File: src/rtl/relu_maxpool2x2.sv
`default_nettype none
// relu_maxpool2x2 -- streaming ReLU + 2x2 stride-2 max pooling over a raster-order feature map.
// Rev 1.0
module relu_maxpool2x2 #(
  parameter int N     = 16,
  parameter int Q     = 8,
  parameter int IMG_W = 24,
  parameter int IMG_H = 24
) (
  input  logic         clk,
  input  logic         reset,
  input  logic         in_valid,
  input  logic         in_sof,
  input  logic [N-1:0] in_data,
  output logic         out_valid,
  output logic [N-1:0] out_data,
  output logic         out_last,
  output logic         frame_done
);

  localparam int CW    = (IMG_W > 2) ? $clog2(IMG_W) : 1;
  localparam int RW    = (IMG_H > 2) ? $clog2(IMG_H) : 1;
  localparam int AW    = (IMG_W > 2) ? $clog2(IMG_W / 2) : 1;
  localparam int DEPTH = IMG_W / 2;
  localparam logic [CW-1:0] COL_LAST = CW'(IMG_W - 1);
  localparam logic [RW-1:0] ROW_LAST = RW'(IMG_H - 1);

  generate
    if ((IMG_W % 2 != 0) || (IMG_H % 2 != 0) || (IMG_W < 2) || (IMG_H < 2) || (Q >= N)) begin : g_bad_params
      $error("relu_maxpool2x2: IMG_W/IMG_H must be even and >= 2, Q must be < N");
    end
  endgenerate

  logic [CW-1:0]        col, cur_col;
  logic [RW-1:0]        row, cur_row;
  logic [AW-1:0]        lb_idx;
  logic signed [N-1:0]  pair_reg, pair_max, lb_rd, win_max, relu_val;
  logic signed [N-1:0]  line_buf [DEPTH];
  logic                 col_wrap, row_wrap;

  // A start-of-frame pixel is treated as (0,0) regardless of the running counters.
  always_comb begin
    cur_col  = in_sof ? '0 : col;
    cur_row  = in_sof ? '0 : row;
    col_wrap = (cur_col == COL_LAST);
    row_wrap = (cur_row == ROW_LAST);
    lb_idx   = AW'(cur_col >> 1);
    lb_rd    = line_buf[lb_idx];
    pair_max = ($signed(in_data) > pair_reg) ? $signed(in_data) : pair_reg;
    win_max  = (pair_max > lb_rd) ? pair_max : lb_rd;
    relu_val = win_max[N-1] ? '0 : win_max;
  end

  always_ff @(posedge clk) begin
    if (reset) begin
      col        <= '0;
      row        <= '0;
      pair_reg   <= '0;
      out_valid  <= 1'b0;
      out_data   <= '0;
      out_last   <= 1'b0;
      frame_done <= 1'b0;
    end else begin
      out_valid  <= 1'b0;
      out_last   <= 1'b0;
      frame_done <= 1'b0;
      if (in_valid) begin
        if (!cur_col[0]) begin
          pair_reg <= $signed(in_data);
        end else if (cur_row[0]) begin
          out_valid  <= 1'b1;
          out_data   <= relu_val;
          out_last   <= col_wrap && row_wrap;
          frame_done <= col_wrap && row_wrap;
        end
        if (col_wrap) begin
          col <= '0;
          row <= row_wrap ? '0 : cur_row + 1'b1;
        end else begin
          col <= cur_col + 1'b1;
          row <= cur_row;
        end
      end
    end
  end

  // Row-pair maxima from the even row; never read before written within a frame.
  always_ff @(posedge clk) begin
    if (!reset && in_valid && cur_col[0] && !cur_row[0]) begin
      line_buf[lb_idx] <= pair_max;
    end
  end

endmodule
`default_nettype wire

File: config.mk
export PLATFORM = sky130hd
export DESIGN_NAME = relu_maxpool2x2
export DESIGN_NICKNAME = d
export VERILOG_FILES = /design/src/rtl/relu_maxpool2x2.sv
export SDC_FILE = /design/constraint.sdc
export NUM_CORES = 1
export LEC_CHECK = 0
export BUFFER_PORTS_ARGS = -buffer_cell sky130_fd_sc_hd__buf_2
export CORE_MARGIN = 3
export CORE_UTILIZATION = 50
export CTS_BUF_LIST = sky130_fd_sc_hd__clkbuf_8
export DETAILED_ROUTE_END_ITERATION = 16
export PLACE_DENSITY = 0.67
export SLEW_MARGIN = 20
export SYNTH_ARGS = -nofsm -noshare
export SYNTH_HDL_FRONTEND = slang
export SYNTH_SLANG_ARGS = --single-unit
File: constraint.sdc
create_clock -name clk -period 5.7 [get_ports clk]
set_clock_uncertainty 0.1 [all_clocks]
set_input_delay 0.57 -clock clk [delete_from_list [all_inputs] [get_ports clk]]
set_output_delay 0.57 -clock clk [all_outputs]
set_load 0.01 [all_outputs]
==> flow_summary.yaml <==
outcome:
  run_status: "complete, no violations"
routing:
  drt_iter0_drc: 644
  ant_nets: 0
  num_vias: 7294
  vias_per_cell: 6.28
  firstDrtPassIters: 5
  routed_wirelength_um: 26500
  wl_per_cell_um: 22.8
  post-route-drc-count: 0
sta:
  tns_ns: 0
  timing.final.crit_share: 0.944
  layout_min_cycle_time_ns: 5.38
  hold_violations: 0
  clock.fmax_mhz: 186
  finalSetupViolCount: 0
  tightest_slew_ns: 1.04
  rsz0062_at_grt: "true"
  slew_viol_final: 0
  worst_slack_ns: 0.321
  slew_headroom: 0.304
  holdWs_ns: 0.226
layout:
  largest_reg_flops: 192
  area_delta_synth_final_pct: 13.7
  final_nets: 920
  drive_above_1_share: 0.173
  fillers: 1564
  final_area_um2: 11600
  antennaDiodeCount: 0
placed_design:
  routabilityCongestion: 0.915
  dp_worst_setup_slack_ns: -0.107
  dpl_cell_area_um2: 10900
  io_buffers: 37
  dp.final_hpwl_um: 17100
synthesis:
  synth_ff_type: "edfxtp_1"
  netlist-cell-type-count: 63
  ys_top_cells_by_area: "edfxtp_1 (56%), dfxtp_1 (8.4%), a22oi_1 (4.3%)"
  async_flop_share: 0
  synth_top_area_frac: 0.563
  ys_seq_area_frac: 0.647
  synth_nets: 863
  yosysWarningCount: 0
  post-synth-top-count-cell: "edfxtp_1"
  synth_common_cells: "edfxtp_1 (192), a21oi_1 (70), a22oi_1 (58)"
  yosysTopAreaCell: "edfxtp_1"
  synth_edf_count: 192
  synth_cells: 810
  synth-seq-cells: 235
  syn_area_um2: 10200
  syn_avg_cell_area_um2: 12.6
min_path:
  hold_depth: 3
  holdCritStartpoint: "in_data[14]"
  hold_path_class: "input port to flop"
  worst_hold_path.endpoint: "pair_reg[14]"
global_route:
  grtUsageMet2: 0.385
  busiest_layer: "met2"
  grt_max_degree: 44
  grt_pass1_vias: 7118
  grt_pass1_wl_um: 40900
  antenna_found_initial: 0
  gr-usage-met3: 0.0526
  track_usage: 0.240
  overflow: 0
  met1_usage: 0.328
critical_path:
  reg2reg_to: "out_data[4]"
  r2r_slack_ns: 0.32
  crit_path_end_kind: "flop"
  critPathKind: "flop to flop"
  start_kind: "flop"
  crit_fanout: 14
  arrival_ns: 5.64
  r2r_start: "pair_reg[15]"
  rr_worst_depth: 21
  required_ns: 5.96
clocking:
  clockBufferDepth: 3
  cts.sink_count: 235
  htreeDepth: 2
  clk_latency_ns: 0.52
  postCtsSetupRepairBufs: 0
  cts_root_buf: "clkbuf_8"
  post_cts_resized: 0
  clk_pin_slew_ns: 0.07
  cts_buffers: 38
  ctsHoldBuffers: 0
  tritoncts: "done"
floorplanning:
  die_y_um: 149
  core_um2: 19800
  io_pins: 39
  start_util: 0.517
  dieArea_um2: 22200
  die-width_um: 149
  rows: 51
pwr:
  p_switching_uw: 871
  intPower_uw: 2780
  p_clk_frac: 0.390
  seq_power_share: 0.525
  power_density_nw_per_um2: 314
  ir_drop_mv: 0.294
  p_leak_uw: 0.00405
  combPwrFrac: 0.085
  swShare: 0.238
  finalPower_uw: 3660
flow_run:
  drv_cap: 0
==> power by group through the flow <==
stage          logic (uW)  registers, uW  clock network, uW
6_report              311           1920               1430
5_1_grt               342           1920               1530
3_3_place_gp          279           1950                  0
3_5_place_dp          293           1950                  0
2_1_floorplan         201           1950                  0
4_1_cts               295           1920               1450
==> stage by stage <==
stage / cells / utilization
finish: 1161 / 0.588
global route: 1161 / 0.588
CTS: 1161 / 0.587
detailed placement: 1092 / 0.549
global placement: 1092 / 0.549
floorplan: 810 / -
==> layout make-up <==
cell class	instances	area (um^2)	share of cell area
Clock buffer	43	592	0.0508
Clock inverter	26	158	0.0135
Inverter	41	154	0.0132
Multi-Input combinational cell	481	3330	0.286
Sequential cell	235	6630	0.569
Tap cell	265	332	0.0285
Timing Repair Buffer	70	449	0.0386
==> critical path, stage by stage, from the launching register on <==
cell and delay, ns:
dfxtp_1 0.36, inv_1 0.06, ha_2 0.43, and4_1 0.27, nand4b_1 0.15, and3_1 0.29, nand3_1 0.15, nand3_1 0.09
o21ai_1 0.10, buf_6 0.24, mux2i_2 0.33, inv_1 0.18, ha_1 0.34, nand4_1 0.13, nor4_2 0.27, buf_4 0.17
nor2b_1 0.17, nand3_1 0.13, a32oi_1 0.29, or4b_4 0.61, nand4b_1 0.20, o221ai_1 0.15
==> routing by layer <==
layer  part of all wire  vias up
li1                   -     3267
met1               0.42     3626
met2               0.48      338
met3              0.077       63
met4              0.026        0
met5                  0        -
==> worst max-delay path by stage <==
stage | depth (start not counted) | slack (ns) | from | to
2_1_floorplan | 21 | 0.45 | in_data[15] | out_data[10]
3_3_place_gp | 21 | 0.13 | in_data[15] | out_data[2]
3_5_place_dp | 21 | -0.11 | in_data[15] | out_data[2]
4_1_cts | 21 | 0.17 | pair_reg[15] | out_data[2]
5_1_grt | 21 | 0.01 | pair_reg[7] | out_data[2]
6_report | 21 | 0.32 | pair_reg[15] | out_data[4]
==> cell families (layout without fill, tap and decap cells) <==
logic type	after synthesis	count (layout)	share of synthesized area
compound gates	241	241	0.159
fa+ha+maj	33	33	0.0403
buf+inv	94	180	0.0379
flops	235	235	0.647
simple gates	177	177	0.0868
mux	29	29	0.0286
other cells	1	1	0.000366
==> layout by cell type (no fill, tap or decap), types with 10 or more instances in the layout <==
master	netlist	routed
a21oi_1	70	70
a22oi_1	58	58
a32oi_1	17	17
buf_2	9	37
buf_4	2	31
clkbuf_8	0	43
clkinv_1	1	11
dfxtp_1	43	43
edfxtp_1	192	192
ha_1	33	32
inv_1	40	42
mux2i_1	27	24
nand2_1	53	53
nand3_1	12	12
nor2_1	32	31
nor3_1	28	20
o21ai_0	14	14
o21ai_1	10	10
o22ai_1	13	13
(Power assumes the default switching activity.)
